`src/rtl/trap_check_pipe.sv`:
```
// trap_check_pipe: multi-slot MIPS conditional-trap check, one register stage
// plus a held exception request. Define TRAP_CNT_EN to build the trap counter.
module trap_check_pipe #(
  parameter int DATA_W = 32,
  parameter int N_SLOT = 2,
  parameter int TT_W   = 4,
  localparam int SW    = (N_SLOT > 1) ? $clog2(N_SLOT) : 1
) (
  input  logic                     clk,
  input  logic                     rst,
  input  logic                     stall,
  input  logic                     flush,
  input  logic [N_SLOT-1:0]        in_valid,
  input  logic [N_SLOT*TT_W-1:0]   in_trap_type,
  input  logic [N_SLOT*DATA_W-1:0] in_val1,
  input  logic [N_SLOT*DATA_W-1:0] in_val2,
  input  logic [N_SLOT*32-1:0]     in_pc,
  output logic                     in_ready,
  input  logic                     trap_ack,
  output logic                     exp_trap,
  output logic [SW-1:0]            exp_slot,
  output logic [31:0]              exp_pc,
  output logic [N_SLOT-1:0]        kill_mask,
  output logic [31:0]              trap_count
);

  localparam logic [TT_W-1:0] TT_TEQ  = TT_W'(1);
  localparam logic [TT_W-1:0] TT_TNE  = TT_W'(2);
  localparam logic [TT_W-1:0] TT_TGE  = TT_W'(3);
  localparam logic [TT_W-1:0] TT_TGEU = TT_W'(4);
  localparam logic [TT_W-1:0] TT_TLT  = TT_W'(5);
  localparam logic [TT_W-1:0] TT_TLTU = TT_W'(6);

  logic [N_SLOT-1:0]        s1_valid_q;
  logic [N_SLOT*TT_W-1:0]   s1_type_q;
  logic [N_SLOT*DATA_W-1:0] s1_a_q;
  logic [N_SLOT*DATA_W-1:0] s1_b_q;
  logic [N_SLOT*32-1:0]     s1_pc_q;

  logic                     exp_q, exp_d;
  logic [SW-1:0]            slot_q, slot_d;
  logic [31:0]              pc_q, pc_d;
  logic [N_SLOT-1:0]        kill_q, kill_d;

  logic [N_SLOT-1:0]        hit;
  logic                     found;
  logic [SW-1:0]            win_slot;
  logic [31:0]              win_pc;
  logic [N_SLOT-1:0]        win_kill;
  logic                     raise;

  assign in_ready = !exp_q;

  // S1 capture: flush kills, stall holds, bubbles while a request is pending
  always_ff @(posedge clk) begin
    if (rst) begin
      s1_valid_q <= '0;
    end else if (flush) begin
      s1_valid_q <= '0;
    end else if (!stall) begin
      if (in_ready) begin
        s1_valid_q <= in_valid;
        s1_type_q  <= in_trap_type;
        s1_a_q     <= in_val1;
        s1_b_q     <= in_val2;
        s1_pc_q    <= in_pc;
      end else begin
        s1_valid_q <= '0;
      end
    end
  end

  // per-slot trap condition evaluation
  always_comb begin
    hit = '0;
    for (int i = 0; i < N_SLOT; i++) begin
      if (s1_valid_q[i]) begin
        unique case (s1_type_q[i*TT_W +: TT_W])
          TT_TEQ:  hit[i] = s1_a_q[i*DATA_W +: DATA_W] ==
                            s1_b_q[i*DATA_W +: DATA_W];
          TT_TNE:  hit[i] = s1_a_q[i*DATA_W +: DATA_W] !=
                            s1_b_q[i*DATA_W +: DATA_W];
          TT_TGE:  hit[i] = $signed(s1_a_q[i*DATA_W +: DATA_W]) >=
                            $signed(s1_b_q[i*DATA_W +: DATA_W]);
          TT_TGEU: hit[i] = s1_a_q[i*DATA_W +: DATA_W] >=
                            s1_b_q[i*DATA_W +: DATA_W];
          TT_TLT:  hit[i] = $signed(s1_a_q[i*DATA_W +: DATA_W]) <
                            $signed(s1_b_q[i*DATA_W +: DATA_W]);
          TT_TLTU: hit[i] = s1_a_q[i*DATA_W +: DATA_W] <
                            s1_b_q[i*DATA_W +: DATA_W];
          default: hit[i] = 1'b0;
        endcase
      end
    end
  end

  // oldest hitting slot wins; it and all younger valid slots get killed
  always_comb begin
    found    = 1'b0;
    win_slot = '0;
    win_pc   = '0;
    win_kill = '0;
    for (int i = 0; i < N_SLOT; i++) begin
      if (hit[i] && !found) begin
        found    = 1'b1;
        win_slot = SW'(i);
        win_pc   = s1_pc_q[i*32 +: 32];
      end
      win_kill[i] = s1_valid_q[i] & found;
    end
  end

  // pending request next state: ack clears, new hit raises when idle
  always_comb begin
    exp_d  = exp_q;
    slot_d = slot_q;
    pc_d   = pc_q;
    kill_d = kill_q;
    raise  = !exp_q && found && !stall && !flush;
    if (exp_q && trap_ack) begin
      exp_d  = 1'b0;
      kill_d = '0;
    end else if (raise) begin
      exp_d  = 1'b1;
      slot_d = win_slot;
      pc_d   = win_pc;
      kill_d = win_kill;
    end
  end

  // pending request register
  always_ff @(posedge clk) begin
    if (rst) begin
      exp_q  <= 1'b0;
      slot_q <= '0;
      pc_q   <= '0;
      kill_q <= '0;
    end else begin
      exp_q  <= exp_d;
      slot_q <= slot_d;
      pc_q   <= pc_d;
      kill_q <= kill_d;
    end
  end

  assign exp_trap  = exp_q;
  assign exp_slot  = slot_q;
  assign exp_pc    = pc_q;
  assign kill_mask = kill_q;

`ifdef TRAP_CNT_EN
  logic [31:0] cnt_q;

  // count raised requests, wrapping naturally
  always_ff @(posedge clk) begin
    if (rst)        cnt_q <= '0;
    else if (raise) cnt_q <= cnt_q + 32'd1;
  end

  assign trap_count = cnt_q;
`else
  assign trap_count = '0;
`endif

endmodule
```
`config.mk`:
```
export PLATFORM = sky130hd
export DESIGN_NAME = trap_check_pipe
export DESIGN_NICKNAME = d
export VERILOG_FILES = /design/src/rtl/trap_check_pipe.sv
export SDC_FILE = /design/constraint.sdc
export NUM_CORES = 1
export LEC_CHECK = 0
export BUFFER_PORTS_ARGS = -buffer_cell sky130_fd_sc_hd__buf_2
export CAP_MARGIN = 20
export CORE_AREA = 4 4 139 141
export CTS_CLUSTER_DIAMETER = 200
export DETAILED_ROUTE_END_ITERATION = 8
export DIE_AREA = 0 0 143 145
export GPL_ROUTABILITY_DRIVEN = 0
export HOLD_SLACK_MARGIN = 0.08
export PLACE_DENSITY_LB_ADDON = 0.12
export REMOVE_ABC_BUFFERS = 1
export SLEW_MARGIN = 20
export SYNTH_ARGS = -nofsm -noshare
export SYNTH_HDL_FRONTEND = slang
export SYNTH_SLANG_ARGS = --single-unit
export TNS_END_PERCENT = 100
```
`constraint.sdc`:
```
create_clock -name clk -period 33 [get_ports clk]
set_input_delay 1.65 -clock clk [delete_from_list [all_inputs] [get_ports clk]]
set_output_delay 1.65 -clock clk [all_outputs]
set_load 0.005 [all_outputs]
```
==> qor.txt <==
status - finished clean
Tcrit/Tclk final - 10.7%
HP Class - reg -> reg
crit end category - flop
maximum vdd drop - 0.0465 mV
Clock Latency Late Sink - 510 ps
crit-path max FO - 32
critical path's slowest cell - o21ai_4
RSZ-0062 raised after global routing - false
number of synthesized flops with an enable pin - 200
setup TNS - 0 ps
FF+latch count, synth - 238
Sinks on Clock Net - 238
Worst Max-Slew Pin Slew - 970 ps
library cells used by synthesis - 53
clk_skew - 11.1 ps
Leak - 5.17 nW
CP arrival - 3990 ps
Post-Synthesis Cells - 681
register area share after synthesis - 68.2%
DRT Wirelength - 21,000 um
setup bufs post-CTS - 0
Placement Cell Area - 11,200 um2
TritonRoute pass-1 iters - 5
DIE AREA - 20,700 um2
Post-DRT Antenna Nets - 0
Fillers - 1,300
Hold-fix buffers, CTS - 0
WL/cell - 17.7 um
initial DRC count - 330
ys flop type - edfxtp_1
Core ar. - 18,000 um2
initial cell density of the core - 55.2%
syn avg cell area - 14.6 um2
synth cell count leaders - 200 x edfxtp_1, 100 x inv_1, 64 x ha_1
crit-path max cell delay - 800 ps
CTS buffer count - 25
Synth area leaders - edfxtp_1 61%, ha_1 8.1%, dfxtp_1 7.7%
DP HPWL - 15,600 um
Reg area - 6770 um2
Root Driver - clkbuf_16
first-pass GRT wire length - 32,500 um
Max Clk Rate - 282 MHz
register clock-pin slew on the reported worst setup and hold paths - 60 ps
Tmin final - 3550 ps
leading area contributor after synthesis - edfxtp_1
PostCTS Resize Cnt - 0
synthesis-to-layout area growth - 22.3%
Synth Warn # - 0
CP Launch Type - flop
Ports - 276
post-synthesis cell area - 9910 um2
H-tree depth - 1
Remaining DRCs - 0
final hold violations - 0
Total Routing Usage GR - 19.6%
Die Ht - 145 um
multi-input logic area - 2560 um2
Final Max Tran Viols - 0
CTS Buffer Depth - 3
initial antenna violation count - 2
async set or reset register ratio after synthesis - 0%
vias in the first global route - 6,570
Cell Pwr Density - 54.6 nW/um2
Final #Nets - 1,209
CTS tree - built
die width - 143 um
Max Cap Viol - 0
WP data required - 33,450 ps
gr ovfl total - 0
CP Cell Sequence - ha_1 -> nand4_1 -> nor4_1 -> a31oi_1 -> a211oi_1 -> mux2i_2 -> o21ai_4 -> o221a_1
CP Class - reg -> reg
row count - 49
Via density - 5.22
most frequent cell after synthesis - edfxtp_1
r2r setup slk - 29,450 ps
Port-buffer cells - 243
largest net degree at the start of global routing - 98
Slew Limit Headroom - 35.1%
Via Count - 6,197
hold_ws - 486 ps
design area - 12,100 um2
Synth top area share - 60.6%
layout cells sized above 1 - 31.1%
final setup vio count - 0
per-stage QoR:
| step | util [%] | instances | worst slack [ps] | total power (W) |
|---|---|---|---|---|
| final | 67.5 | 1187 | 29450 | 0.000661 |
| after global routing | 67.5 | 1187 | 29070 | 0.000685 |
| after CTS | 67.4 | 1186 | 29160 | 0.000668 |
| after detailed placement | 62.5 | 1140 | 28620 | 0.000376 |
| after global placement | 62.4 | 1139 | 28740 | 0.000374 |
| after floorplan | - | 665 | 10950 | 0.000362 |
routing by layer:
layer | global-route usage, % | part of all wire (%) | vias up
li1 | - | - | 2990
met2 | 34.1 | 50 | 232
met1 | 24.2 | 39 | 2928
met4 | 5.94 | 2.6 | 2
met5 | 0 | 0.062 | -
met3 | 4.54 | 7.6 | 45
cells by family after synthesis:
logic type	Yosys count	share of synthesized area, %
mux	4	0.656
fa+ha+maj	64	8.08
flops	238	68.2
buf+inv	147	7.29
other cells	1	0.0378
simple gates	89	5.62
compound gates	138	10.1
power by group:
part	internal [W]	leakage, nW	switching [W]
logic	0.0000149	2.62	0.0000175
registers	0.000335	2.14	0.00000248
clock network	0.000183	0.417	0.000109
total	0.000533	5.17	0.000129
area by class of cell:
| type | instances | share of cell area [%] |
|---|---|---|
| Antenna cell | 1 | 0.0206 |
| Clock buffer | 40 | 6.04 |
| Clock inverter | 6 | 1.13 |
| Inverter | 100 | 3.10 |
| Multi-Input combinational cell | 327 | 21.1 |
| Sequential cell | 238 | 55.8 |
| Tap cell | 229 | 2.36 |
| Timing Repair Buffer | 246 | 10.4 |
final timing paths:
| path | start | to | cells after the start |
|---|---|---|---|
| max reg2reg | s1_a_q[11] | exp_pc[12] | 8 |
| max | s1_a_q[11] | exp_pc[12] | 8 |
| min | kill_mask[1] | kill_mask[1] | 2 |
| min reg2reg | kill_mask[1] | kill_mask[1] | 2 |
layout by cell type, fill, tap and decap left out, drive strengths merged, types with 3 or more instances in the layout:
| cell type | synthesis | final |
|---|---|---|
| nor3 | 9 | 9 |
| nand4 | 17 | 17 |
| buf | 42 | 246 |
| mux2i | 3 | 3 |
| ha | 64 | 64 |
| nor2b | 4 | 4 |
| a211oi | 4 | 4 |
| nand3b | 3 | 3 |
| conb | 1 | 32 |
| a21o | 4 | 4 |
| inv | 100 | 101 |
| o221a | 32 | 32 |
| o21ai | 15 | 15 |
| edfxtp | 200 | 200 |
| nand3 | 7 | 7 |
| bufinv | 0 | 4 |
| a31oi | 6 | 6 |
| nor4 | 7 | 7 |
| a221oi | 3 | 3 |
| clkbuf | 5 | 40 |
| a21oi | 63 | 63 |
| nor2 | 11 | 11 |
| dfxtp | 38 | 38 |
| nand4b | 3 | 3 |
| nand2 | 20 | 20 |
critical path, delay by kind of cell (launching register included):
kind	cells	cell delay, ps
muxes	1	190
DFF	1	370
AOI/OAI and AO/OA	4	1650
adders and majority gates	1	320
and+or+nand+nor	2	920
registers in the layout, indices dropped and copies added (netlist names):
signal,flops
s1_b_q,64
exp_pc,32
s1_a_q,64
s1_pc_q,64
kill_mask,2
s1_valid_q,2
s1_type_q,8
exp_trap,1
exp_slot,1
No activity file was read; power rests on OpenSTA's default activity.
